$ cat src/rtl/sha256_pkg.sv
// Shared types for the SHA-256 request scheduler.
// Holds the scheduler state encoding and digest length.
package sha256_pkg;

    localparam int SHA256_DIGEST_WORDS = 8;

    typedef enum logic [1:0] {
        ST_IDLE,
        ST_FORWARD,
        ST_WAIT_RESULT
    } sched_state_t;

endpackage

$ cat src/rtl/sha256_rr_arbiter.sv
// Combinational round-robin pick among requesters.
// Search starts one position after the previous winner.
module sha256_rr_arbiter #(
    parameter int  NUM_REQ = 4,
    localparam int IDW     = $clog2(NUM_REQ)
) (
    input  logic [NUM_REQ-1:0] req,
    input  logic [IDW-1:0]     last_grant,
    output logic [IDW-1:0]     grant,
    output logic               any_req
);

    logic [IDW-1:0] idx;

    // walk the ring from last_grant+1 and keep the first active request
    always_comb begin
        grant   = '0;
        any_req = 1'b0;
        idx     = '0;
        for (int i = 1; i <= NUM_REQ; i++) begin
            idx = IDW'((int'(last_grant) + i) % NUM_REQ);
            if (!any_req && req[idx]) begin
                grant   = idx;
                any_req = 1'b1;
            end
        end
    end

endmodule

$ cat src/rtl/sha256_scheduler.sv
// Shares one SHA-256 core among NUM_REQ AXIS message streams.
// Define SHA256_SCHED_STATS_EN to add per-requester message counters.
module sha256_scheduler
    import sha256_pkg::*;
#(
    parameter int  NUM_REQ = 4,
    localparam int IDW     = $clog2(NUM_REQ)
) (
    input  logic                  clk,
    input  logic                  resetn,
    input  logic [NUM_REQ*32-1:0] req_tdata,
    input  logic [NUM_REQ-1:0]    req_tvalid,
    input  logic [NUM_REQ-1:0]    req_tlast,
    output logic [NUM_REQ-1:0]    req_tready,
    output logic [31:0]           core_s_tdata,
    output logic                  core_s_tvalid,
    output logic                  core_s_tlast,
    input  logic                  core_s_tready,
    input  logic [31:0]           core_m_tdata,
    input  logic                  core_m_tvalid,
    input  logic                  core_m_tlast,
    output logic                  core_m_tready,
    output logic [31:0]           res_tdata,
    output logic                  res_tvalid,
    output logic                  res_tlast,
    output logic [IDW-1:0]        res_tdest,
    input  logic                  res_tready,
    output logic                  busy
`ifdef SHA256_SCHED_STATS_EN
    ,
    output logic [NUM_REQ*16-1:0] msg_count
`endif
);

    sched_state_t   state;
    logic [IDW-1:0] grant;
    logic [IDW-1:0] last_grant;
    logic [IDW-1:0] arb_grant;
    logic           arb_any;
    logic           in_fwd;
    logic           in_wait;
    logic           sel_valid;
    logic           sel_last;
    logic [31:0]    sel_data;
    logic           msg_done;
    logic           res_done;

    sha256_rr_arbiter #(
        .NUM_REQ(NUM_REQ)
    ) u_arb (
        .req       (req_tvalid),
        .last_grant(last_grant),
        .grant     (arb_grant),
        .any_req   (arb_any)
    );

    assign in_fwd  = (state == ST_FORWARD);
    assign in_wait = (state == ST_WAIT_RESULT);

    // select the granted requester's lane
    always_comb begin
        sel_data  = '0;
        sel_valid = 1'b0;
        sel_last  = 1'b0;
        for (int i = 0; i < NUM_REQ; i++) begin
            if (grant == IDW'(i)) begin
                sel_data  = req_tdata[32*i +: 32];
                sel_valid = req_tvalid[i];
                sel_last  = req_tlast[i];
            end
        end
    end

    assign core_s_tdata  = sel_data;
    assign core_s_tvalid = in_fwd & sel_valid;
    assign core_s_tlast  = in_fwd & sel_last;
    assign req_tready    = in_fwd ? (NUM_REQ'(core_s_tready) << grant)
                                  : '0;

    assign res_tdata     = core_m_tdata;
    assign res_tvalid    = in_wait & core_m_tvalid;
    assign res_tlast     = in_wait & core_m_tlast;
    assign res_tdest     = grant;
    assign core_m_tready = in_wait & res_tready;

    assign msg_done = core_s_tvalid & core_s_tready & core_s_tlast;
    assign res_done = res_tvalid & res_tready & res_tlast;

    // arbitrate in idle, hold the grant through message and digest
    always_ff @(posedge clk or negedge resetn) begin
        if (!resetn) begin
            state      <= ST_IDLE;
            grant      <= '0;
            last_grant <= IDW'(NUM_REQ - 1);
            busy       <= 1'b0;
        end else begin
            unique case (state)
                ST_IDLE: begin
                    if (arb_any) begin
                        grant <= arb_grant;
                        state <= ST_FORWARD;
                        busy  <= 1'b1;
                    end
                end
                ST_FORWARD: begin
                    if (msg_done) begin
                        state <= ST_WAIT_RESULT;
                    end
                end
                ST_WAIT_RESULT: begin
                    if (res_done) begin
                        state      <= ST_IDLE;
                        last_grant <= grant;
                        busy       <= 1'b0;
                    end
                end
                default: begin
                    state <= ST_IDLE;
                    busy  <= 1'b0;
                end
            endcase
        end
    end

`ifdef SHA256_SCHED_STATS_EN
    for (genvar g = 0; g < NUM_REQ; g++) begin : g_stats
        logic [15:0] cnt;

        // count digests delivered to this requester, stick at all-ones
        always_ff @(posedge clk or negedge resetn) begin
            if (!resetn) begin
                cnt <= '0;
            end else if (res_done && grant == IDW'(g)
                         && cnt != 16'hFFFF) begin
                cnt <= cnt + 16'd1;
            end
        end

        assign msg_count[16*g +: 16] = cnt;
    end
`endif

endmodule
$ cat config.mk
export PLATFORM = sky130hd
export DESIGN_NAME = sha256_scheduler
export DESIGN_NICKNAME = d
export VERILOG_FILES = /design/src/rtl/sha256_pkg.sv /design/src/rtl/sha256_rr_arbiter.sv /design/src/rtl/sha256_scheduler.sv
export SDC_FILE = /design/constraint.sdc
export NUM_CORES = 1
export LEC_CHECK = 0
export CAP_MARGIN = 20
export CORE_AREA = 2 2 98 100
export CTS_BUF_LIST = sky130_fd_sc_hd__clkbuf_8
export CTS_CLUSTER_SIZE = 40
export DETAILED_ROUTE_END_ITERATION = 7
export DIE_AREA = 0 0 100 102
export SYNTH_ARGS = -nofsm -noshare
export SYNTH_HDL_FRONTEND = slang
export SYNTH_SLANG_ARGS = --single-unit
$ cat constraint.sdc
create_clock -name clk -period 3.7 [get_ports clk]
set_clock_uncertainty 0.1 [all_clocks]
set_input_delay 0.925 -clock clk [delete_from_list [all_inputs] [get_ports clk]]
set_output_delay 0.925 -clock clk [all_outputs]
set_load 0.03 [all_outputs]
# == Word-level counts from Yosys, hierarchy flattened ==
# Cells that the tools add are included.
# totals
reg_bits,7
inputBits,174
wordCells,79
out_inout_bits,76
# op_classes
n_addsub,4
bitwise_logic,10
n_shift,1
n_eq_ne,8
n_reduce_logical,12
mux,36
magnitude_cmp,4
# op_table
operator,n
$mux W32,4
$mux W1,18
$mux W2,7
$lt A2 B3 Y1 const B,4
$and A1 B1 Y1,9
$bmux W1 S2,4
$eq A2 B2 Y1 const B,3
$pmux W2 S3,1
$reduce_and A3 Y1,2
$add A2 B1 Y2 const B,2
$add A2 B2 Y2 const B,2
$eq A2 B1 Y1 const B,2
$logic_not A2 Y1,2
$mux W4,1
$ne A2 B1 Y1 const B,2
$reduce_and A2 Y1,2
$shl A1 B2 Y4,1
$logic_and A1 B1 Y1,3
$logic_not A1 Y1,3
$pmux W1 S3,1
$ne A2 B2 Y1 const B,1
$not A1 Y1,1

# == Logic depth before layout (Yosys ltp) ==
# Gate-level depths: netlist of run 1.
# depth
depth_word,15
mapped_depth,5
mapped_depth_nobuf,4

# == By module ==
# Synthesis of run 1 repeated with hierarchy kept, for this count alone.
# unflattened
hier_cells,125
hier_area_um2,1535.2
# modules_own_cells
module,instances,area_per_inst_um2,seq_area_each_um2,cells_per_inst
sha256_scheduler,1,1443.9,177.7,111
sha256_rr_arbiter,1,91.3,0.0,14

# == Least setup slack after synthesis of run 1 ==
# Ideal clock, no wire load.
# synth_timing
path_type,in2out
startpoint,input port req_tvalid[3]
endpoint,output port core_s_tvalid
required_ns,2.675
path_stages,2
setup_slack_ns,1.032
path_buffers,0
arrival_ns,1.643
path_cell_list,mux4_2 > and2_1
# synth_between
elab_chain_len,2
# synth_rtl
item,line,rtl
start: declaration,sha256_scheduler.sv:12,"input logic [NUM_REQ-1:0] req_tvalid,"
$mux W1,sha256_scheduler.sv:66,if (grant == IDW'(i)) begin
$and A1 B1 Y1,sha256_scheduler.sv:75,assign core_s_tvalid = in_fwd & sel_valid;
end: declaration,sha256_scheduler.sv:16,"output logic core_s_tvalid,"
# No other way between the ends.

# == Worst setup path after layout of run 1 ==
# layout_timing
startpoint,input port req_tlast[3]
endpoint,output port core_s_tlast
# layout_between
elab_chain_len,2
# layout_rtl
item,line,rtl
start: declaration,sha256_scheduler.sv:13,"input logic [NUM_REQ-1:0] req_tlast,"
$mux W1,sha256_scheduler.sv:66,
$and A1 B1 Y1,sha256_scheduler.sv:76,assign core_s_tlast = in_fwd & sel_last;
end: declaration,sha256_scheduler.sv:17,"output logic core_s_tlast,"
# No other way between the ends.

==> metrics.log, run 1 <==
INFO  metric relSlewSlack = about two thirds
INFO  metric dr_total_vias = ~1.7k
INFO  metric syn-instance-count = between 100 and 150
INFO  metric placement.setup.worst_slack = 0.0139 ns
INFO  metric grt_max_degree = 30
INFO  metric buffer_ports.inserted = roughly 190
INFO  metric postLayoutSetupSlackWorst = approximately 0.1 ns
INFO  metric cts_made_buffers = 3
INFO  metric synth_cell_types = 28
INFO  metric cts_tree = done
INFO  metric final_max_slew_viol_count = 0
INFO  metric crit_path_max_incr_delay = roughly 0.59 ns
INFO  metric synth_seq_cells = 7
INFO  metric crit_path_top_delay_cell = clkdlybuf4s50_1
INFO  metric synth-seq-area-share = 11.8%
INFO  metric dr.pass1.iters = 3
INFO  metric dr.first_iter.drc_count = 21
INFO  metric peakVddDrop = 0.170 mV
INFO  metric cts.sinks = 7
INFO  metric route.detailed.wl_per_inst = ~17 um
INFO  metric hold_path_class = flip-flop to flip-flop
INFO  metric power_spent_charging_and_discharging_nets = a little over 0.0009 W
INFO  metric syn-cell-area = 0.00151 mm^2
INFO  metric reported_leakage_power = 1.23 nW
INFO  metric first_pass_grt_wire_length = 9770 um
INFO  metric setup_crit_start_kind = primary input
INFO  metric fin_nets = approximately 460
INFO  metric grt_overflow = 0
INFO  metric drc = 0
INFO  metric initial_core_util = roughly 17%
INFO  metric timing.max_cap.violations = 0
INFO  metric die_area = 0.0102 mm^2
INFO  metric p_seq_share = about a tenth
INFO  metric worst_hold_path.num_cells = 1
INFO  metric combinational_group_share_of_total_power = between 80% and 90%
INFO  metric p_int = approximately 0.0011 W
INFO  metric cts_htree_levels = 1
INFO  metric place.gp.congestion = 0.699
INFO  metric boundaryPins = 250
INFO  metric met2_wl_post_dr = between 3000 and 4000 um
INFO  metric grt_pass1_vias = around 1.8k
INFO  metric outcome = finished clean
INFO  metric post-route-period-util = between 90 and 100%
INFO  metric layout_commonest_cell = clkdlybuf4s50_1
INFO  metric crit_path_kind = primary input to output port
INFO  metric critPathMostFrequentCell = clkdlybuf4s50_1
INFO  metric final_layout_size_suffix_gt1_share = roughly 19%
INFO  metric worst_setup_path_end_kind = output port
INFO  metric instances_no_fill = a little under 400
INFO  metric worst-endpoint-required = around 2.7 ns
INFO  metric reg2reg_setup_slack = 2.00 ns
INFO  metric rsz0062_at_grt = no
INFO  metric transition_time_of_the_tightest_slew_check_pin = just under 0.5 ns
INFO  metric antenna-diode-count = 0
INFO  metric worstPathMaxFanout = 2
INFO  metric cts_root_buffer = clkbuf_8
INFO  metric antenna_violations_before_repair = 0
INFO  metric p_per_area = between 600 and 700 mW/mm^2
INFO  metric power = between 0.002 and 0.0025 W
INFO  metric finalSetupTns = 0 ns
INFO  metric totalWireLength = a little under 7000 um
INFO  metric timing_hold_violations_final = 0
INFO  metric area.growth.synth_to_final = 121%
INFO  metric wl_met1 = between 2000 and 2500 um
INFO  metric setup_violations = 0
INFO  metric worst-r2r-cell-count = 4
INFO  metric dieHeight = 102 um
INFO  metric clock.fmax = 278 MHz
INFO  metric grt.total_usage = about an eighth
INFO  metric hpwl = ~6000 um
INFO  metric clockBufferDepth = 2
INFO  metric ys_warn_count = 0
INFO  metric dpl.cell_count = between 300 and 400
INFO  metric route.antenna.remaining_nets = 0
INFO  metric timing.critical_path.cells = clkdlybuf4s50_1 -> mux4_2 -> and2_1 -> clkdlybuf4s50_1
INFO  metric top_layer_used_by_detailed_routing = met4
INFO  metric met3_wirelength = roughly 660 um
INFO  metric final_core_util = a little over a third
INFO  metric row_count = 35
INFO  metric power_switching_share = between 40% and 50%
INFO  metric post_drt_via_cell_ratio = approximately 4.4
INFO  metric final.min_clock_period = 3.60 ns
INFO  metric clkSlewWorstSetupHoldPaths = approximately 0.040 ns
INFO  metric number_of_nets_in_the_synthesized_netlist = ~300
INFO  metric clock_insertion_delay_worst_skew = approximately 0.23 ns
INFO  metric synth_area_per_cell = 12.1 um^2
INFO  metric timing.critical_path.arrival = roughly 2.6 ns
INFO  metric core_region_area = 0.00911 mm^2
INFO  metric post_cts_hold_buffer_count = 0
INFO  metric p_clk_share = around 5.2%
INFO  metric final_cell_mix = clkdlybuf4s50_1 (184), mux4_2 (34), and2_1 (6), nand2_1 (6)
INFO  metric die-width = ~100 um
==> critical path: cells and delay by family <==
kind | cells | cell delay [ns]
AND/OR/NAND/NOR | 1 | 0.17
multiplexers | 1 | 0.49
buffers and inverters | 2 | 0.99
==> power groups by stage <==
stage	Combinational [W]	Sequential [W]	Clock, W
finish	0.00170	0.000214	0.000106
global route	0.00180	0.000230	0.000115
CTS	0.00173	0.000221	0.000109
detailed placement	0.00173	0.000222	0
global placement	0.00173	0.000219	0
floorplan	0.00115	0.000180	0
==> synthesized netlist by cell type <==
library cell,n,area (um^2)
buf_4,33,248
o21ai_0,1,5.00
mux2_2,2,22.5
and4_4,1,11.3
inv_1,3,11.3
and2_1,6,37.5
dfstp_2,2,52.6
o22a_1,2,17.5
and3_1,1,6.26
mux2i_1,1,10.0
a21oi_1,2,10.0
a2bb2oi_1,1,8.76
buf_1,1,3.75
nor3_1,2,10.0
nor2_1,5,18.8
o22ai_1,2,12.5
nor4_2,1,12.5
buf_2,4,20.0
dfrtp_1,5,125
mux4_2,34,766
nand2_1,6,22.5
nor2b_2,1,8.76
a31oi_1,2,12.5
nand2b_1,2,12.5
or3b_2,1,8.76
buf_6,2,22.5
o21ai_1,1,5.00
nor2b_1,1,6.26
==> path summary, 6_finish.rpt <==
check	end	from
min reg2reg	state[0]	state[1]
max reg2reg	state[0]	res_tdest[0]
min	state[0]	state[1]
min in group asynchronous	res_tdest[1]	resetn
max	core_s_tlast	req_tlast[3]
max in group asynchronous	last_grant[0]	resetn
==> state kept, by name, summed over array words and instances (netlist names) <==
signal      count
last_grant      2
busy            1
res_tdest       2
state           2
==> kinds of logic (layout without fill, tap and decap cells) <==
kind of cell           after synthesis  after routing  synth area share, %
and+or+nand+nor                     27             27                 10.3
AOI/OAI and AO/OA                   11             11                 4.73
muxes                               37             37                 52.9
DFF                                  7              7                 11.8
buffers and inverters               43            199                 20.2
==> layout make-up <==
cell class | count | area [um^2]
Tap cell | 111 | 139
Timing Repair Buffer | 192 | 1930
Clock inverter | 1 | 3.75
Fill cell | 904 | 5780
Sequential cell | 7 | 180
Multi-Input combinational cell | 75 | 1020
Clock buffer | 3 | 41.3
Inverter | 3 | 11.3
==> routing by layer <==
metal,up-vias,GRT usage (%)
met3,12,3.28
met5,-,0
met1,815,12.9
met4,0,2.74
li1,777,-
met2,103,24.4
==> stage by stage <==
step                hold WS [ns]  instance area, um^2
floorplan                  0.377                 1510
global placement           0.398                 3280
finish                     0.426                 3330
CTS                        0.427                 3330
global route               0.476                 3330
detailed placement         0.422                 3280
==> what timing repair did <==
action | 4_1_cts | 5_1_grt
buffers inserted | 0 | 0
setup endpoints to repair | 0 | 1
resized for setup | 0 | 1
(Power assumes the default switching activity.)
==> inputs of run 2 (changes only) <==
CORE_AREA = 2 2 96 98   (was 2 2 98 100)
DIE_AREA = 0 0 98 100   (was 0 0 100 102)
PLACE_DENSITY = 0.69   (was unset)
SETUP_SLACK_MARGIN = 0.05   (was unset)
clock period = 3 ns   (was 3.7 ns; I/O delays follow)
==> run 2 against run 1 <==
Against the previous run: largest power group unchanged; sequential share of layout area grew 0.074 points; flip-flop and latch count is the same; power grew 17%; combinational power grew 18%; sequential power grew 3%.
==> metrics.log, run 2 (synthesis results as in run 1) <==
INFO  metric final_layout_size_suffix_gt1_share = about a quarter
INFO  metric grt_pass1_vias = roughly 1.8k
INFO  metric place_area = between 0.003 and 0.004 mm^2
INFO  metric power = roughly 0.0024 W
INFO  metric regArea = 180 um^2
INFO  metric relSlewSlack = between 70% and 80%
INFO  metric cts_root_buffer = clkbuf_8
INFO  metric route.antenna.remaining_nets = 0
INFO  metric post-cts-setup-buffers = 0
INFO  metric grt_max_degree = 21
INFO  metric dr.first_iter.drc_count = 31
INFO  metric transition_time_of_the_tightest_slew_check_pin = 0.392 ns
INFO  metric post_drt_via_cell_ratio = 4.47
INFO  metric post-route-period-util = a little over nine tenths
INFO  metric core_region_area = between 0.008 and 0.009 mm^2
INFO  metric die_area = 0.00980 mm^2
INFO  metric met2_wl_post_dr = about 3500 um
INFO  metric final.min_clock_period = approximately 2.9 ns
INFO  metric antenna_violations_before_repair = 0
INFO  metric hpwl = 5870 um
INFO  metric met3_wirelength = 582 um
INFO  metric clock_insertion_delay_worst_skew = between 0.2 and 0.25 ns
INFO  metric drc = 0
INFO  metric peakVddDrop = around 0.4 mV
INFO  metric final_max_slew_viol_count = 0
INFO  metric top_layer_used_by_detailed_routing = met4
INFO  metric multi_input_comb_area = a little over 0.001 mm^2
INFO  metric grt.total_usage = between 10% and 20%
INFO  metric die-width = between 90 and 100 um
INFO  metric post_cts_hold_buffer_count = 0
INFO  metric timing_hold_violations_final = 0
INFO  metric clockBufferDepth = 2
INFO  metric p_per_area = roughly 720 mW/mm^2
INFO  metric worst-endpoint-required = about 2.2 ns
INFO  metric row_count = 35
INFO  metric postLayoutSetupSlackWorst = around 0.10 ns
INFO  metric final_cell_mix = clkdlybuf4s50_1 (147), mux4_2 (34), dlygate4sd2_1 (28), buf_4 (16)
INFO  metric worst_setup_path_end_kind = output port
INFO  metric cts_htree_levels = 1
INFO  metric hold_path_class = flip-flop to flip-flop
INFO  metric timing.critical_path.arrival = ~2.1 ns
INFO  metric clock.fmax = 345 MHz
INFO  metric dieHeight = 100 um
INFO  metric totalWireLength = around 6700 um
INFO  metric grt_overflow = 0
INFO  metric fin_nets = about 460
INFO  metric cts.sinks = 7
INFO  metric crit_path_kind = primary input to output port
INFO  metric num-fill-cells = between 900 and 1k
INFO  metric reg2reg_setup_slack = approximately 1.5 ns
INFO  metric place.gp.congestion = about 0.81
INFO  metric rsz0062_at_grt = no
INFO  metric area.growth.synth_to_final = 118%
INFO  metric post-route-cell-area = around 0.0033 mm^2
INFO  metric reported_leakage_power = 1.28 nW
INFO  metric setup_crit_start_kind = primary input
INFO  metric wl_met1 = approximately 2600 um
INFO  metric route.detailed.wl_per_inst = roughly 17 um
INFO  metric buffer_ports.inserted = around 190
INFO  metric boundaryPins = 250
INFO  metric antenna-diode-count = 0
INFO  metric cts_tree = done
INFO  metric timing.max_cap.violations = 0
INFO  metric first_pass_grt_wire_length = roughly 10000 um
INFO  metric setup_violations = 0
INFO  metric outcome = finished clean
INFO  metric initial_core_util = 17.0%
INFO  metric dr_total_vias = about 1.8k
INFO  metric dr.pass1.iters = 4
INFO  metric worstPathMaxFanout = 1
INFO  metric clkSlewWorstSetupHoldPaths = around 0.040 ns
INFO  metric cts_made_buffers = 3
INFO  metric layout_commonest_cell = clkdlybuf4s50_1
INFO  metric placement.setup.worst_slack = -0.309 ns
-- run 2: cell count changes in the layout (fill, tap and decap cells not counted), sizes merged --
cell           delta
buf              +13
dlygate4sd2      +28
dlymetal6s2s      -1
clkdlybuf4s50    -37
-- run 2: cell type report --
class	instances	share of cell area, %
clock buffer	3	1.26
clock inverter	1	0.114
inverter	3	0.343
multi-input combinational	75	31.2
sequential	7	5.48
tap	111	4.23
timing repair buffer	195	57.4
-- run 2: path summary, 6_finish.rpt --
kind / start / to / cells past startpoint
setup / recovery: req_tdata[117] / core_s_tdata[21] / 3
hold / removal: state[1] / state[0] / 1
setup reg to reg: res_tdest[0] / state[0] / 5
hold reg to reg: state[1] / state[0] / 1
max in group asynchronous: resetn / last_grant[0] / 1
min in group asynchronous: resetn / busy / 1
-- run 2: where the power goes --
group	internal, W	total (W)	switching [W]
logic	0.000974	0.00201	0.00104
clock network	0.0000884	0.000129	0.0000408
registers	0.000145	0.000221	0.0000766
total	0.00121	0.00236	0.00115
-- run 2: metrics by stage --
| stage | utilization, % | hold WS (ns) | setup TNS, ns | cells |
|---|---|---|---|---|
| final | 37.0 | 0.419 | 0 | 395 |
| after global routing | 37.0 | 0.445 | 0 | 395 |
| after CTS | 37.1 | 0.426 | 0 | 395 |
| after detailed placement | 37.0 | 0.421 | -2.86 | 391 |
| after global placement | 37.0 | 0.412 | -2.60 | 391 |
| after floorplan | - | 0.354 | 0 | 125 |
-- run 2: worst max-delay path: stages --
cell	delay, ns
clkdlybuf4s50_1	0.43
mux4_2	0.49
dlygate4sd2_1	0.37
-- run 2: metal layers --
layer | global-route usage [%] | up-vias
li1 | - | 783
met1 | 14.0 | 863
met2 | 24.3 | 108
met3 | 3.97 | 10
met4 | 3.10 | 0
met5 | 0 | -
-- run 2: repair_timing --
action | 4_1_cts | 5_1_grt
setup endpoints to repair | 30 | 2
gates resized for setup | 34 | 4
hold endpoints to repair | 0 | 0
cloned | 0 | 0
